--- src/rtl/fft_pkg.sv ---
// Shared definitions for the in-place radix-2 DIF FFT: sequencer states, size
// derivation and the parity bank mapping used by both the loader and the sequencer.
package fft_pkg;

    localparam logic [2:0] ST_IDLE       = 3'd0;
    localparam logic [2:0] ST_LOAD_PULSE = 3'd1;
    localparam logic [2:0] ST_LOAD_WAIT  = 3'd2;
    localparam logic [2:0] ST_COMPUTE    = 3'd3;
    localparam logic [2:0] ST_DRAIN      = 3'd4;
    localparam logic [2:0] ST_DONE       = 3'd5;

    function automatic int fft_size(input int r);
        return 1 << r;
    endfunction

    // Sample index parity selects the bank; the remaining low bits are the bank address.
    function automatic logic idx_parity(input logic [31:0] idx);
        return ^idx;
    endfunction

endpackage

--- src/rtl/fft_bf_addr_gen.sv ---
// Combinational butterfly address generator: maps (stage, butterfly) to the
// conflict-free bank0/bank1 addresses, the bank swap flag and the twiddle address.
module fft_bf_addr_gen
    import fft_pkg::*;
#(
    parameter int R = 5
) (
    input  logic [2:0]   stage,
    input  logic [R-2:0] bfly,
    output logic [R-2:0] m0_addr,
    output logic [R-2:0] m1_addr,
    output logic         swap,
    output logic [R-2:0] tw_addr
);

    localparam int N = fft_size(R);

    logic [R-1:0] span;
    logic [R-1:0] low_mask;
    logic [R-1:0] b_ext;
    logic [R-1:0] p;
    logic [R-1:0] q;
    logic [R-1:0] tw_full;

    // NOTE: every output of this always_comb is assigned on every path, so no latch is inferred.
    always_comb begin
        span     = R'(N >> (stage + 3'd1));
        low_mask = span - R'(1);
        b_ext    = {1'b0, bfly};
        // Open a zero at the span bit: bits below stay, bits above move up by one.
        p        = ((b_ext & ~low_mask) << 1) | (b_ext & low_mask);
        q        = p | span;
        swap     = idx_parity(32'(p));
        if (swap) begin
            m0_addr = q[R-2:0];
            m1_addr = p[R-2:0];
        end else begin
            m0_addr = p[R-2:0];
            m1_addr = q[R-2:0];
        end
        tw_full  = (b_ext & low_mask) << stage;
        tw_addr  = tw_full[R-2:0];
    end

endmodule

--- src/rtl/fft_seq_ctrl.sv ---
// FFT sequencer: paces the bank loader, then walks R butterfly stages with a
// PIPE-deep write-back delay line and a drain gap between stages.
module fft_seq_ctrl
    import fft_pkg::*;
#(
    parameter int R        = 5,
    parameter int INIT_GAP = 6,
    parameter int PIPE     = 4
) (
    input  logic         i_clk,
    input  logic         i_rst,
    input  logic         i_start,
    output logic         o_busy,
    output logic         o_done,
    output logic         o_BI_en,
    output logic [2:0]   o_stage,
    output logic         o_rd_en,
    output logic [R-2:0] o_m0_rd_addr,
    output logic [R-2:0] o_m1_rd_addr,
    output logic         o_rd_swap,
    output logic [R-2:0] o_tw_addr,
    output logic         o_wr_en,
    output logic [R-2:0] o_m0_wr_addr,
    output logic [R-2:0] o_m1_wr_addr,
    output logic         o_wr_swap
);

    localparam int              N           = fft_size(R);
    localparam int              CW          = 8;
    localparam logic [CW-1:0]   GAP_LAST    = CW'(INIT_GAP - 2);
    localparam logic [CW-1:0]   DRAIN_LAST  = CW'(PIPE - 1);
    localparam logic [R:0]      SAMPLE_LAST = (R+1)'(N - 1);
    localparam logic [R-2:0]    BFLY_LAST   = '1;
    localparam logic [2:0]      STAGE_LAST  = 3'(R - 1);

    logic [2:0]    state;
    logic [R:0]    sample_cnt;
    logic [CW-1:0] wait_cnt;
    logic [2:0]    stage;
    logic [R-2:0]  bfly;

    logic [R-2:0]  ag_m0, ag_m1, ag_tw;
    logic          ag_swap;
    logic          rd_en;

    logic [PIPE-1:0] dl_en;
    logic [PIPE-1:0] dl_swap;
    logic [R-2:0]    dl_m0 [PIPE];
    logic [R-2:0]    dl_m1 [PIPE];

    fft_bf_addr_gen #(.R(R)) u_addr_gen (
        .stage   (stage),
        .bfly    (bfly),
        .m0_addr (ag_m0),
        .m1_addr (ag_m1),
        .swap    (ag_swap),
        .tw_addr (ag_tw)
    );

    // NOTE: sequential state uses non-blocking assignments so every register samples pre-edge values.
    always_ff @(posedge i_clk) begin
        if (i_rst) begin
            state      <= ST_IDLE;
            sample_cnt <= '0;
            wait_cnt   <= '0;
            stage      <= '0;
            bfly       <= '0;
        end else begin
            case (state)
                ST_IDLE: begin
                    sample_cnt <= '0;
                    stage      <= '0;
                    bfly       <= '0;
                    if (i_start) state <= ST_LOAD_PULSE;
                end
                ST_LOAD_PULSE: begin
                    wait_cnt <= '0;
                    state    <= ST_LOAD_WAIT;
                end
                ST_LOAD_WAIT: begin
                    if (wait_cnt == GAP_LAST) begin
                        sample_cnt <= sample_cnt + 1'b1;
                        if (sample_cnt == SAMPLE_LAST) begin
                            stage <= '0;
                            bfly  <= '0;
                            state <= ST_COMPUTE;
                        end else begin
                            state <= ST_LOAD_PULSE;
                        end
                    end else begin
                        wait_cnt <= wait_cnt + 1'b1;
                    end
                end
                ST_COMPUTE: begin
                    if (bfly == BFLY_LAST) begin
                        bfly     <= '0;
                        wait_cnt <= '0;
                        state    <= ST_DRAIN;
                    end else begin
                        bfly <= bfly + 1'b1;
                    end
                end
                ST_DRAIN: begin
                    // Hold off the next stage until the last write-back of this one has landed.
                    if (wait_cnt == DRAIN_LAST) begin
                        if (stage == STAGE_LAST) begin
                            state <= ST_DONE;
                        end else begin
                            stage <= stage + 3'd1;
                            state <= ST_COMPUTE;
                        end
                    end else begin
                        wait_cnt <= wait_cnt + 1'b1;
                    end
                end
                ST_DONE: state <= ST_IDLE;
                default: state <= ST_IDLE;
            endcase
        end
    end

    assign rd_en        = (state == ST_COMPUTE);
    assign o_busy       = (state != ST_IDLE);
    assign o_done       = (state == ST_DONE);
    assign o_BI_en      = (state == ST_LOAD_PULSE);
    assign o_stage      = stage;
    assign o_rd_en      = rd_en;
    assign o_m0_rd_addr = rd_en ? ag_m0 : '0;
    assign o_m1_rd_addr = rd_en ? ag_m1 : '0;
    assign o_rd_swap    = rd_en & ag_swap;
    assign o_tw_addr    = rd_en ? ag_tw : '0;

    // NOTE: the delay line is reset explicitly so a reset mid-stage cannot leak a stray write-back.
    always_ff @(posedge i_clk) begin
        if (i_rst) begin
            dl_en   <= '0;
            dl_swap <= '0;
            for (int i = 0; i < PIPE; i++) begin
                dl_m0[i] <= '0;
                dl_m1[i] <= '0;
            end
        end else begin
            dl_en[0]   <= o_rd_en;
            dl_swap[0] <= o_rd_swap;
            dl_m0[0]   <= o_m0_rd_addr;
            dl_m1[0]   <= o_m1_rd_addr;
            for (int i = 1; i < PIPE; i++) begin
                dl_en[i]   <= dl_en[i-1];
                dl_swap[i] <= dl_swap[i-1];
                dl_m0[i]   <= dl_m0[i-1];
                dl_m1[i]   <= dl_m1[i-1];
            end
        end
    end

    assign o_wr_en      = dl_en[PIPE-1];
    assign o_wr_swap    = dl_swap[PIPE-1];
    assign o_m0_wr_addr = dl_m0[PIPE-1];
    assign o_m1_wr_addr = dl_m1[PIPE-1];

endmodule

--- config.mk ---
export PLATFORM = sky130hd
export DESIGN_NAME = fft_seq_ctrl
export DESIGN_NICKNAME = d
export VERILOG_FILES = /design/src/rtl/fft_pkg.sv /design/src/rtl/fft_bf_addr_gen.sv /design/src/rtl/fft_seq_ctrl.sv
export SDC_FILE = /design/constraint.sdc
export NUM_CORES = 1
export LEC_CHECK = 0
export CAP_MARGIN = 30
export CORE_UTILIZATION = 60
export DETAILED_ROUTE_END_ITERATION = 12
export PLACE_DENSITY = 0.85
export SLEW_MARGIN = 40
export SYNTH_ARGS = -nofsm -noshare
export SYNTH_HDL_FRONTEND = slang
export SYNTH_HIERARCHICAL = 1
export SYNTH_SLANG_ARGS = --single-unit
--- constraint.sdc ---
create_clock -name i_clk -period 9.6 [get_ports i_clk]
set_input_delay 2.88 -clock i_clk [delete_from_list [all_inputs] [get_ports i_clk]]
set_output_delay 2.88 -clock i_clk [all_outputs]
set_load 0.01 [all_outputs]
; ---- Yosys cells after proc, flatten, opt, wreduce, memory -nomap -nowiden
; Memory sizes are Yosys's and may differ from the RTL's.
; Cells that the tools add are included.
[totals]
reg_bits = 32
mem_bits_rw = 32
n_memories = 2
word_cells = 98
output_inout_bits = 30
[classes]
bitwise = 14
n_eq_ne = 18
shifts = 2
n_addsub = 5
n_mux = 38
n_reduce_logical = 12
[memory_table]
columns = name, words, word_bits, rd, rd_clocked_by_memory_dff, wr, line_no
row1 = dl_m0, 4, 4, 4, 0, 4, fft_seq_ctrl.sv:48  ; logic [R-2:0] dl_m0 [PIPE];
row2 = dl_m1, 4, 4, 4, 0, 4, fft_seq_ctrl.sv:49  ; logic [R-2:0] dl_m1 [PIPE];
[op_table]
columns = operator, n
row1 = $mux 4, 16
row2 = $pmux 8 s4, 1
row3 = $reduce_xor 32->1, 1
row4 = $mux 3, 9
row5 = $mux 8, 3
row6 = $pmux 3 s5, 1
row7 = $ne 2x2->1 const B, 7
row8 = $pmux 4 s3, 1
row9 = $pmux 6 s2, 1
row10 = $eq 3x3->1 const B, 3
row11 = $pmux 3 s3, 1
row12 = $reduce_bool 3->1, 3
row13 = $add 8x1->8 const B, 1
row14 = $eq 8x2->1 const B, 1
row15 = $eq 8x3->1 const B, 1
row16 = $or 1x1->1, 8
row17 = $reduce_and 4->1, 2
row18 = $add 6x1->6 const B, 1
row19 = $eq 3x2->1 const B, 2
row20 = $eq 6x5->1 const B, 1
row21 = $mux 6, 1
row22 = $shr 6x3->5 const A, 1
row23 = $and 4x5->5, 1
row24 = $or 5x5->5, 1
row25 = other kinds (19), 21

; ---- Logic depth before layout (Yosys ltp)
; Gate-level depths: netlist of the first run.
[depth]
depth_word = 10
depth_mapped = 13
mapped_depth_nobuf = 12

; ---- By module
; The synthesis of the first run kept the hierarchy.
[by_module_without_submodules]
columns = module, area_per_inst_um2, n_inst, cells_each
row1 = fft_seq_ctrl, 2546.2, 1, 270
row2 = fft_bf_addr_gen, 529.3, 1, 81

; ---- Worst setup path before layout of the first run
; OpenSTA, ideal clock, no wires.
[synth_path]
path_type = flip-flop to output port
from = register stage[2] (netlist: o_stage[2])
to = output port o_m0_rd_addr[0]
t_required_ns = 6.720
path_stages_with_launch = 12
t_arrival_ns = 2.943
setup_slack_ns = 3.777
n_path_buf = 1
cell_sequence = dfxtp_1 > clkbuf_1 > nand3b_1 > ha_1 > nor2b_2 > nor2b_4 > mux2_4 > a211oi_4 > xnor2_1 > o21bai_1 > a222oi_1 > and2_1
[synth_via]
elab_chain_cells = 9
elab_cells_between_ends = 11
[synth_lines]
columns = element, line_no
row1 = from (decl), fft_seq_ctrl.sv:39  ; logic [2:0] stage;
row2 = from (signal assigned), fft_seq_ctrl.sv:109  ; stage <= stage + 3'd1;
row3 = $add 3x1->3 (*), fft_bf_addr_gen.sv:27  ; span = R'(N >> (stage + 3'd1));
row4 = $shr 6x3->5 (*), fft_bf_addr_gen.sv:27
row5 = $sub 5x1->5, fft_bf_addr_gen.sv:28  ; low_mask = span - R'(1);
row6 = $not 4->4, fft_bf_addr_gen.sv:31  ; p = ((b_ext & ~low_mask) << 1) | (b_ext & low_mask);
row7 = $and 4x4->4, fft_bf_addr_gen.sv:31
row8 = $or 5x5->5, fft_bf_addr_gen.sv:31
row9 = $reduce_xor 32->1, fft_pkg.sv:18  ; return ^idx;
row10 = $mux 4 (*), fft_bf_addr_gen.sv:34  ; if (swap) begin
row11 = named net ag_m0[0], fft_seq_ctrl.sv:42  ; logic [R-2:0] ag_m0, ag_m1, ag_tw;
row12 = $mux 4 (*), fft_seq_ctrl.sv:128  ; assign o_m0_rd_addr = rd_en ? ag_m0 : '0;
row13 = to (decl), fft_seq_ctrl.sv:18  ; output logic [R-2:0] o_m0_rd_addr,
; Mark *: on every way through the listed nets, which the timed path passes. The rest lies on a longest branch.

; ---- Worst setup path in the final report of the first run
[layout_path]
from = register stage[0] (netlist: o_stage[0])
to = output port o_m0_rd_addr[0]
; Same word-level chain as after synthesis.

==> results.toml, run 1 <==
[setup_path]
crit_start = "o_stage[0]"
ff2ff_path_depth = 11
critPathRequiredTime_ps = 6720
crit_path_end_kind = "output port"
critPathMaxFanout = 20
r2r_start = "o_stage[2]"
start_kind = "register"
worstPathArrival_ps = 4140
critical_path_class = "reg2out"

[timing]
worst_pin_slew_ps = 698
max_freq_ghz = 0.142
slew_headroom_pct = 53.4
finalHoldViolCount = 0
setup_viol = 0
finalCritPeriodShare_pct = 73.1
fin_ws_ps = 2580
drv_slew = 0
skew_ps = 5.96
fin_tns_setup_ps = 0
rsz0062_at_grt = "no"
period_needed_ps = 7020

[detailed_routing]
drtPass1Iterations = 4
viasPerCell = 5.73
vias = 2578
drtIter0Drc = 139
ant_nets = 0
post_drt_wl_per_cell_um = 14.0
wirelength_um = 6290
drcViolationCount = 0

[clocking]
cts_buffer_depth = 2
cts_setup_buffers = 0
clk_pin_slew_worst_paths_ps = 70
clkLatencyLatePin_ps = 320
cts.htree.levels = 3
cts_tree = "done"
numCtsBuffers = 9
cts_resized = 0
postCtsHoldBufs = 0
ctsRootBufferMaster = "clkbuf_8"
clkSinkCount = 64

[global_route]
grt_pass1_wl_um = 10200
first_global_vias = 2246
grt_max_degree = 52
grt_overflow = 0
grt_usage_pct = 24.8
antenna_found_initial = 0

[floorplanning]
dieArea_mm2 = 0.00542
fp.coreArea_mm2 = 0.00482
initial_core_util_pct = 63.8
die_y_um = 73.6
ioPinCount = 33
die_w_um = 73.6
rows = 25

[power_and_ir_drop]
p_per_area_mw_per_mm2 = 160
peakVddDrop_mv = 0.105
p_leak_nw = 1.37

[synth]
synth_ff_type = "dfxtp_1"
yosysSeqAreaShare_pct = 41.7
syn_nets = 361
ys_warn_count = 6
synth_area_per_cell_um2 = 8.76
yosysUniqueCellTypes = 61
syn_inst = 351
synthArstFlopShare_pct = 0
synth-edff-count = 0
synth-seq-cells = 64
syn_area_mm2 = 0.00308

[cells_and_area]
final_area_mm2 = 0.00359
fin_util_pct = 74.6
diodes = 0
syn_to_final_growth_pct = 16.9
nets = 388
drive_gt1_share_pct = 7.83

[placed_design]
numPortBuffers = 32
gp_congestion = 0.873
dpl.hpwl_um = 4240
post-place-ws_ps = 2850
place_area_mm2 = 0.00342

[worst_hold_path]
min_from = "dl_m1[0][1]"
hold_path_class = "reg2reg"
worst_hold_path.num_cells = 1

[run_status]
status = "completed"

[flow_run]
drv_cap = 0
==> flip-flops by register name, summed over array words and instances (netlist names) <==
signal,cells
sample_cnt,6
state,3
wait_cnt,8
bfly,4
dl_en,4
dl_m1,16
dl_m0,16
o_stage,3
dl_swap,4
==> power breakdown <==
group / internal (mW) / switching, mW
Sequential: 0.270 / 0.0139
Clock: 0.0997 / 0.0992
Combinational: 0.0355 / 0.0559
Total: 0.405 / 0.169
==> per-stage QoR <==
step	power [mW]	cells	hold slack [ps]
after global placement	0.377	434	415
after global routing	0.602	450	451
after detailed placement	0.379	434	422
after floorplan	0.354	351	414
final	0.574	450	434
after CTS	0.577	450	431
==> final cells by class <==
class / instances / area (µm²)
Inverter: 11 / 41.3
Multi-Input combinational cell: 259 / 1690
Sequential cell: 64 / 1280
Clock buffer: 11 / 141
Clock inverter: 5 / 32.5
Fill cell: 372 / 1220
Timing Repair Buffer: 33 / 328
Tap cell: 67 / 83.8
==> metal layers <==
layer	GRT usage [%]	vias to the layer above	wire length, µm
li1	-	1290	-
met1	33.1	1208	2990
met2	38.4	76	2950
met3	6.17	4	315
met4	9.62	0	37
met5	0	-	0
==> synthesized netlist by cell type, types with 3 or more instances <==
library cell | instances | area share [%]
clkbuf_1 | 13 | 1.6
a211oi_1 | 3 | 0.73
nand2_1 | 20 | 2.4
mux2i_1 | 8 | 2.6
o21ai_0 | 13 | 2.1
nand4b_1 | 3 | 0.85
ha_1 | 7 | 2.8
nand2b_1 | 4 | 0.81
nor2_1 | 29 | 3.5
and3_1 | 17 | 3.5
nand3_1 | 8 | 1.3
nor2b_1 | 33 | 6.7
o21ai_1 | 3 | 0.49
a32o_1 | 3 | 0.98
xnor2_1 | 4 | 1.1
dfxtp_1 | 64 | 42
and2_1 | 15 | 3.1
nand4_1 | 6 | 1.2
a21oi_1 | 22 | 3.6
a31oi_1 | 4 | 0.81
nor3_1 | 9 | 1.5
xor2_1 | 5 | 1.4
inv_1 | 10 | 1.2
nand3b_1 | 5 | 1.2
==> placed cells by master (no fill, tap or decap), types with 3 or more instances in the layout <==
cell,instances
a211oi_1,3
a21oi_1,22
a31oi_1,4
a32o_1,3
and2_1,15
and3_1,17
clkbuf_8,10
clkdlybuf4s50_1,32
clkinvlp_4,3
dfxtp_1,64
ha_1,7
inv_1,10
mux2i_1,7
nand2_1,20
nand2b_1,4
nand3_1,8
nand3b_1,5
nand4_1,6
nand4b_1,3
nor2_1,29
nor2b_1,33
nor3_1,9
o21ai_0,13
o21ai_1,3
xnor2_1,4
xor2_1,5
==> final timing paths <==
| path | endpoint | slack [ps] |
|---|---|---|
| setup reg to reg | dl_m1[0][3] | 6230 |
| hold / removal | dl_m1[1][1] | 430 |
| hold reg to reg | dl_m1[1][1] | 430 |
| setup / recovery | o_m0_rd_addr[0] | 2580 |
==> worst max-delay path, stage by stage (launching register included) <==
cell             delay (ps)
dfxtp_1                 730
nor2_1                  180
nand2_1                 170
ha_1                    290
nor2b_2                 110
nor2b_4                 130
mux2_4                  290
a211oi_4                530
xnor2_1                 180
o21bai_1                 90
a222oi_1                370
and2_1                  180
clkdlybuf4s50_1         550
==> cell families after synthesis <==
| group | after synthesis | share of synthesized area (%) |
|---|---|---|
| simple gates | 161 | 30.0 |
| compound gates | 72 | 15.8 |
| flops | 64 | 41.7 |
| buf+inv | 28 | 3.62 |
| mux | 10 | 3.46 |
| xor+xnor | 9 | 2.56 |
| fa+ha+maj | 7 | 2.85 |
No activity file was read; power rests on OpenSTA's default activity.
==> run 2: changes to the inputs <==
CORE_UTILIZATION = 56   (was 60)
PLACE_DENSITY = 0.8   (was 0.85)
clock period = 6.7 ns   (was 9.6 ns; I/O delays follow)
==> run 2 against run 1 <==
Highest routed layer unchanged. Routed wire length is 0.81% higher. Largest cell class unchanged. Final area is 1.6% higher. Global-route usage is 1.5 points lower.
==> results.toml, run 2 (synthesis gave the netlist of run 1 again) <==
[run_status]
status = "completed"

[timing]
finalHoldViolCount = 0
fin_hold_ws_ps = 433
fin_ws_ps = 511
period_needed_ps = 6190
finalCritPeriodShare_pct = 92.4
rsz0062_at_grt = "no"
setup_viol = 0
drv_slew = 0
skew_ps = 5.83
max_freq_ghz = 0.162
fin_tns_setup_ps = 0
slew_headroom_pct = 56.2
worst_pin_slew_ps = 656

[placed_design]
place_area_mm2 = 0.00343
gp_congestion = 0.888
dpl.hpwl_um = 4140
place_inst = 438
post-place-ws_ps = 862
numPortBuffers = 32

[power_and_ir_drop]
p_leak_nw = 1.40
pwr-share-comb_pct = 14.6
peakVddDrop_mv = 0.136
swShare_pct = 27.1
power.share.clock_pct = 40.2
p_sw_uw = 244
total_power_uw = 899
power_frac_seq_pct = 45.2
p_per_area_mw_per_mm2 = 246
p_int_uw = 655

[setup_path]
cp_cell_sequence = "nor2_1 > nand2_1 > ha_1 > nor2b_2 > nor2b_4 > mux2_4 > a211oi_4 > xnor2_1 > o21bai_1 > a222oi_1 > and2_1 > clkdlybuf4s50_1"
ff2ff_path_depth = 11
r2r_setup_slack_ps = 3260
r2r-end = "dl_m0[0][0]"
crit_path_end_kind = "output port"
critPathRequiredTime_ps = 4690
critPathMaxFanout = 20
start_kind = "register"
max_stage_delay_ps = 740
critical_path_class = "reg2out"
cp_slowest_cell = "dfxtp_1"
worstPathArrival_ps = 4180
r2r_start = "o_stage[0]"

[cells_and_area]
diodes = 0
nets = 389
fin_cells = 453
top_regs = "dl_m0 x16, dl_m1 x16, wait_cnt x8"
seq_area_mm2 = 0.00128
layout_commonest_cell = "dfxtp_1"
final_area_mm2 = 0.00365
filler_cell_count = 427
drive_gt1_share_pct = 8.09
syn_to_final_growth_pct = 18.7
layout_common_cells = "64 x dfxtp_1, 33 x nor2b_1, 32 x clkdlybuf4s50_1"
fin_util_pct = 70.1
multi_input_area_mm2 = 0.00169

[global_route]
grt_overflow = 0
first_global_vias = 2253
antenna_found_initial = 0
grt_max_degree = 52
grt_usage_pct = 23.2
grt_pass1_wl_um = 10800

[clocking]
ctsRootBufferMaster = "clkbuf_8"
cts_setup_buffers = 0
cts.htree.levels = 3
cts_buffer_depth = 2
clkSinkCount = 64
cts_resized = 0
clkLatencyLatePin_ps = 330
numCtsBuffers = 9
cts_tree = "done"
clk_pin_slew_worst_paths_ps = 70
postCtsHoldBufs = 0

[detailed_routing]
wirelength_um = 6340
viasPerCell = 5.65
ant_nets = 0
vias = 2561
drcViolationCount = 0
drtPass1Iterations = 5
drtIter0Drc = 160
post_drt_wl_per_cell_um = 14.0

[worst_hold_path]
min_from = "dl_m1[2][3]"
worst_hold_path.num_cells = 1
hold_path_class = "reg2reg"
hold_end = "dl_m1[3][3]"

[floorplanning]
die_w_um = 76.1
fp.coreArea_mm2 = 0.00520
rows = 26
initial_core_util_pct = 59.1
dieArea_mm2 = 0.00579
die_y_um = 76.1
ioPinCount = 33

[flow_run]
drv_cap = 0
run 2: changes by cell type in the layout (fill, tap and decap cells not counted), sizes merged:
cell	delta
bufinv	+2
buf	+1
clkinvlp	-2
clkbuf	-1
run 2: final cells by class:
type / instances / share of cell area [%]
inverters: 11 / 1.13
clock buffers: 10 / 3.77
clock inverters: 5 / 2.23
flip-flops and latches: 64 / 35.1
multi-input cells: 259 / 46.2
well taps: 70 / 2.40
repair buffers: 34 / 9.18
run 2: critical path: cells and delay by family, from the launching register on:
family	cells	cell delay (ps)
and+or+nand+nor	5	790
buffers and inverters	1	530
AOI/OAI and AO/OA	3	1060
adders and majority gates	1	260
muxes	1	270
xor gates and xnor gates	1	180
DFF	1	740
run 2: worst max-delay path by stage:
stage,from,end,slack [ps],depth (start not counted)
global placement,o_stage[0],o_m0_rd_addr[0],1000,12
floorplan,o_stage[2],o_m0_rd_addr[0],1750,11
detailed placement,o_stage[0],o_m1_rd_addr[1],860,12
global route,o_stage[0],o_m0_rd_addr[0],100,12
CTS,o_stage[0],o_m1_rd_addr[1],480,13
finish,o_stage[0],o_m0_rd_addr[0],510,12
run 2: routing by layer:
metal | vias up | track usage [%] | routed length, µm
li1 | 1289 | - | -
met1 | 1171 | 31.3 | 2990
met2 | 93 | 35.2 | 2950
met3 | 8 | 5.75 | 318
met4 | 0 | 10.6 | 85
met5 | - | 0 | 0
run 2: power by group through the flow:
| stage | combinational, mW | sequential [mW] | clock [mW] |
|---|---|---|---|
| global route | 0.145 | 0.408 | 0.387 |
| global placement | 0.127 | 0.414 | 0 |
| floorplan | 0.109 | 0.399 | 0 |
| CTS | 0.131 | 0.405 | 0.366 |
| detailed placement | 0.129 | 0.414 | 0 |
| finish | 0.132 | 0.406 | 0.361 |
